$ cat src/rtl/light_pkg.sv
// Shared definitions for the traffic-light controller and its phase timer:
// phase encoding, default phase durations and the default tick divider.
package light_pkg;

    localparam logic [1:0] Red    = 2'b00;
    localparam logic [1:0] Green  = 2'b01;
    localparam logic [1:0] Yellow = 2'b10;

    localparam int RED_TIME    = 6;
    localparam int GREEN_TIME  = 4;
    localparam int YELLOW_TIME = 2;
    localparam int TICK_DIV    = 50000000;

    function automatic logic one_hot3(input logic r, input logic g, input logic y);
        logic result;
        case ({r, g, y})
            3'b100, 3'b010, 3'b001: result = 1'b1;
            default:                result = 1'b0;
        endcase
        return result;
    endfunction

    // Only meaningful when the lamps are one-hot; callers gate on one_hot3.
    function automatic logic [1:0] encode_phase(input logic r, input logic g, input logic y);
        logic [1:0] result;
        case ({r, g, y})
            3'b100:  result = Red;
            3'b010:  result = Green;
            3'b001:  result = Yellow;
            default: result = 2'b11;
        endcase
        return result;
    endfunction

endpackage

$ cat src/rtl/tick_prescaler.sv
// Divides the system clock down to a one-cycle tick pulse every TICK_DIV clocks;
// clr restarts the period so a new phase always begins with a full tick interval.
module tick_prescaler #(
    parameter int TICK_DIV = light_pkg::TICK_DIV
) (
    input  logic clk,
    input  logic reset,
    input  logic clr,
    output logic tick
);

    localparam int PW = (TICK_DIV > 1) ? $clog2(TICK_DIV) : 1;
    localparam logic [PW-1:0] LAST = PW'(TICK_DIV - 1);

    logic [PW-1:0] prescaler;

    // Prescaler count and registered tick pulse; clr wins over a wrap in the same cycle.
    always_ff @(posedge clk) begin
        if (reset) begin
            prescaler <= '0;
            tick      <= 1'b0;
        end else if (clr) begin
            prescaler <= '0;
            tick      <= 1'b0;
        end else if (prescaler == LAST) begin
            prescaler <= '0;
            tick      <= 1'b1;
        end else begin
            prescaler <= prescaler + PW'(1);
            tick      <= 1'b0;
        end
    end

endmodule

$ cat src/rtl/phase_timer.sv
// Phase timer for the traffic-light controller: counts ticks in the current phase
// and flags expiry per lamp. Optional countdown output under PHASE_TIMER_REMAIN_EN.
module phase_timer #(
    parameter int TICK_DIV    = light_pkg::TICK_DIV,
    parameter int CNT_W       = 4,
    parameter int RED_TIME    = light_pkg::RED_TIME,
    parameter int GREEN_TIME  = light_pkg::GREEN_TIME,
    parameter int YELLOW_TIME = light_pkg::YELLOW_TIME
) (
    input  logic             clk,
    input  logic             reset,
    input  logic             red,
    input  logic             green,
    input  logic             yellow,
    input  logic             clr,
    output logic             max_r,
    output logic             max_g,
    output logic             max_y,
    output logic             tick,
    output logic             phase_err
`ifdef PHASE_TIMER_REMAIN_EN
    ,
    output logic [CNT_W-1:0] remain
`endif
);

    import light_pkg::*;

    localparam logic [CNT_W-1:0] CNT_MAX = '1;
    localparam logic [CNT_W-1:0] RED_T   = CNT_W'(RED_TIME);
    localparam logic [CNT_W-1:0] GREEN_T = CNT_W'(GREEN_TIME);
    localparam logic [CNT_W-1:0] YEL_T   = CNT_W'(YELLOW_TIME);

    logic [CNT_W-1:0] count;
    logic             legal;

    assign legal = one_hot3(red, green, yellow);

    tick_prescaler #(
        .TICK_DIV (TICK_DIV)
    ) u_prescaler (
        .clk   (clk),
        .reset (reset),
        .clr   (clr),
        .tick  (tick)
    );

    // Elapsed-tick counter, saturating so a held phase never appears to restart.
    always_ff @(posedge clk) begin
        if (reset) begin
            count <= '0;
        end else if (clr) begin
            count <= '0;
        end else if (tick && (count != CNT_MAX)) begin
            count <= count + CNT_W'(1);
        end else begin
            count <= count;
        end
    end

    // One-cycle-delayed, non-sticky illegal-phase flag.
    always_ff @(posedge clk) begin
        if (reset) begin
            phase_err <= 1'b0;
        end else begin
            phase_err <= ~legal;
        end
    end

    // Expiry decode; clr masks the stale count left over from the previous phase.
    always_comb begin
        max_r = 1'b0;
        max_g = 1'b0;
        max_y = 1'b0;
        if (legal && !clr) begin
            max_r = red    && (count >= RED_T);
            max_g = green  && (count >= GREEN_T);
            max_y = yellow && (count >= YEL_T);
        end else begin
            max_r = 1'b0;
            max_g = 1'b0;
            max_y = 1'b0;
        end
    end

`ifdef PHASE_TIMER_REMAIN_EN
    logic [CNT_W-1:0] sel_time;

    // Countdown for the display: selected duration minus elapsed ticks, floored at zero.
    always_comb begin
        sel_time = '0;
        remain   = '0;
        case (encode_phase(red, green, yellow))
            Red:     sel_time = RED_T;
            Green:   sel_time = GREEN_T;
            Yellow:  sel_time = YEL_T;
            default: sel_time = '0;
        endcase
        if (legal && !clr && (sel_time > count)) begin
            remain = sel_time - count;
        end else begin
            remain = '0;
        end
    end
`endif

endmodule

$ cat config.mk
export PLATFORM = sky130hd
export DESIGN_NAME = phase_timer
export DESIGN_NICKNAME = d
export VERILOG_FILES = /design/src/rtl/light_pkg.sv /design/src/rtl/tick_prescaler.sv /design/src/rtl/phase_timer.sv
export SDC_FILE = /design/constraint.sdc
export NUM_CORES = 1
export LEC_CHECK = 0
export BUFFER_PORTS_ARGS = -buffer_cell sky130_fd_sc_hd__buf_4
export CORE_ASPECT_RATIO = 0.75
export CORE_MARGIN = 2
export CORE_UTILIZATION = 63
export DETAILED_ROUTE_END_ITERATION = 7
export PLACE_DENSITY = 0.83
export SYNTH_ARGS = -nofsm -noshare
export SYNTH_HDL_FRONTEND = slang
export SYNTH_HIERARCHICAL = 1
export SYNTH_SLANG_ARGS = --single-unit
export TNS_END_PERCENT = 5
$ cat constraint.sdc
create_clock -name clk -period 4.4 [get_ports clk]
set_input_delay 0 -clock clk [delete_from_list [all_inputs] [get_ports clk]]
set_output_delay 0 -clock clk [all_outputs]
set_load 0.1 [all_outputs]
==> qor.csv <==
stage,metric,value,unit
run_status,status,finished clean,
drt,vias,1395,
setup_path,critPathLaunchType,flip-flop,
setup_path,cp_max_fo,25,
timing,final.setup.tns,0,ns
drt,drt_iter0_drc,153,
floorplanning,fp.coreArea,2365,sq um
floorplanning,start_util,0.6884,
synthesis,yosysSeqAreaShare,0.3935,
min_path,whs_path_depth,3,
synthesis,synthCells,178,
synthesis,syn_area_per_cell,9.145,sq um
global_routing,grt_use_met2,0.3935,
global_routing,grt-ovfl-total,0,
setup_path,rrSetupSlack,2.12,ns
synthesis,synth_common_cells,"dfxtp_1 (32), nor2_1 (18), a21oi_1 (14), nand2_1 (10), xor2_1 (10)",
power_and_ir_drop,p_per_area,272.7,nW/um^2
min_path,hp-start,red,
floorplanning,io_pins,11,
floorplanning,die_h,48.02,microns
power_and_ir_drop,power.static_leakage,0.6069,nW
clock_network,clkTransAtPathRegs,0.09,ns
drt,firstDrtPassIters,4,
global_routing,grt_max_degree,26,
drt,drt_wl_total,3454,microns
synthesis,synth.most_common_cell,dfxtp_1,
timing,fin_worst_skew,0.005060,ns
placed_design,detailed_place_hpwl,2408,microns
floorplanning,dieArea,3011,sq um
setup_path,arrival,2.44,ns
min_path,min_to,max_y,
global_routing,antenna_found_initial,0,
synthesis,async_flop_share,0,
global_routing,grt_util_met3,0.08471,
setup_path,r2r_cells,5,
run,drv_cap,0,
floorplanning,num_rows,15,
cells_and_area,drive_above_1_share,0.1487,
placed_design,gp_congestion,0.8686,
timing,setup_viol,0,
synthesis,syn_nets,187,
synthesis,ys_warn_count,6,
setup_path,r2r_start,u_prescaler/prescaler[0],
synthesis,synth-seq-cells,32,
timing,slew_headroom,0.2964,
synthesis,netlist.top_cell.by_area,dfxtp_1,
placed_design,port_buffers,10,
setup_path,r2r-end,u_prescaler/prescaler[14],
setup_path,crit_type,reg2reg,
synthesis,netlist_area,1628,sq um
synthesis,synth_cell_types,36,
global_routing,busiest_layer,met2,
global_routing,met1_usage,0.3482,
drt,vias_per_cell,6.092,
min_path,hp-class,in2out,
drt,ant_nets,0,
cells_and_area,fin_cells,229,
setup_path,crit_chain,"ha_1, and4_1, nand2_1, o31ai_4, a21oi_1",
placed_design,dp_slack,2.169,ns
timing,worst_pin_slew,1.055,ns
drt,drc,0,
clock_network,cts_num_sinks,32,
cells_and_area,diodes,0,
clock_network,cts_tree,done,
global_routing,first_global_vias,1224,
timing,fmax,439.4,MHz
synthesis,synth-edff-count,0,
global_routing,grtUsageTotal,0.2572,
timing,fin_crit,2.276,ns
timing,hold_viol_final,0,
synthesis,synth_area_leaders,"dfxtp_1 (39%), xor2_1 (5.4%), a21oi_1 (4.3%)",
clock_network,cts-root-buf,clkbuf_4,
placed_design,placed_cells,216,
floorplanning,dieWidth,62.70,microns
clock_network,cts_setup_buffers,0,
cells_and_area,fin_nets,203,
clock_network,htreeDepth,2,
timing,setup_slack,2.124,ns
power_and_ir_drop,vdd_ir_drop_max,178.8,uV
drt,post_drt_wl_per_cell,15.08,microns
clock_network,cts_buffers,5,
timing,rsz0062_at_grt,no,
synthesis,synth.top_cell.area_share,0.3935,
clock_network,clk_latency,0.32,ns
global_routing,grt_pass1_wl,5768,microns
setup_path,critPathMaxStageDelay,0.86,ns
setup_path,worstSetupEndpointType,flip-flop,
synthesis,synth-main-ff-cell,dfxtp_1,
clock_network,cts_buffer_depth,2,
setup_path,cpMaxStageDelayCell,o31ai_4,
cells_and_area,syn2layout_area_growth,9.762,%
setup_path,crit_required,4.56,ns
timing,slew_violations,0,
timing,period_share,0.5173,
## cells by family after synthesis
family,Yosys count,share of synthesized area
xor gates and xnor gates,12,0.06457
DFF,32,0.3935
and+or+nand+nor,85,0.3236
buffers and inverters,11,0.05303
AOI/OAI and AO/OA,35,0.1422
adders and majority gates,3,0.02306
## stage by stage
step                        util  hold slack, ns  instance area [sq um]  power (mW)
after CTS                 0.7556          0.3762                   1787      0.4921
after detailed placement  0.7095          0.2217                   1678      0.3207
final                     0.7556          0.3857                   1787      0.4873
after global routing      0.7556          0.4075                   1787      0.5079
after global placement    0.7095          0.2074                   1678      0.3197
after floorplan                -         0.06886                   1628      0.3128
## repair_timing
| action | 4_1_cts | 5_1_grt |
|---|---|---|
| hold buffers | 5 | 0 |
| gates resized for setup | 0 | 0 |
| endpoints found under the hold margin | 6 | 0 |
| endpoints found under the setup margin | 0 | 0 |
## metal layers
metal | wire length [microns] | up-vias
met5 | 0 | -
met4 | 51 | 0
met3 | 163 | 6
met2 | 1504 | 35
met1 | 1735 | 665
li1 | - | 689
## power by group
group          total, mW  leakage (nW)  switching (mW)  internal, mW
clock              0.170        0.0326          0.0909        0.0788
combinational     0.0256         0.316          0.0162       0.00940
sequential         0.292         0.258        0.000992         0.291
## registers in the layout, indices dropped and copies added (netlist names)
name                   cells
u_prescaler/prescaler     26
count                      4
phase_err                  1
u_prescaler/tick           1
## cells in the final DEF, fill, tap and decap left out, types with 6 or more instances in the layout
cell type | Yosys | final
nand3_1 | 9 | 9
a21oi_1 | 14 | 14
o21ai_0 | 9 | 9
xor2_1 | 10 | 10
or3_1 | 8 | 8
nor2_1 | 18 | 18
nand4_1 | 6 | 6
nand2_1 | 10 | 10
buf_4 | 0 | 10
dfxtp_1 | 32 | 32
## area by class of cell
type / instances / area (sq um)
clock buffer: 8 / 58.81
fill: 176 / 578.1
inverter: 5 / 18.77
multi-input combinational: 135 / 900.9
sequential: 32 / 640.6
tap: 34 / 42.54
timing repair buffer: 15 / 125.1
## worst max-delay path: cells and delay by family, from the launching register on
kind                     cells  cell delay [ns]
AO/OA/AOI/OAI                2             0.98
adder cells (fa/ha/maj)      1             0.22
flip-flops                   1             0.38
AND/OR/NAND/NOR              2             0.53
## worst max path at each step
stage	from	endpoint	slack [ns]
after floorplan	count[2]	max_y	1.04
after global placement	u_prescaler/prescaler[0]	u_prescaler/prescaler[3]	2.32
after detailed placement	u_prescaler/prescaler[0]	u_prescaler/prescaler[16]	2.17
after CTS	u_prescaler/prescaler[0]	u_prescaler/prescaler[3]	2.16
after global routing	u_prescaler/prescaler[0]	u_prescaler/prescaler[16]	1.96
final	u_prescaler/prescaler[0]	u_prescaler/prescaler[14]	2.12
Power figures use the tool's default switching activity.
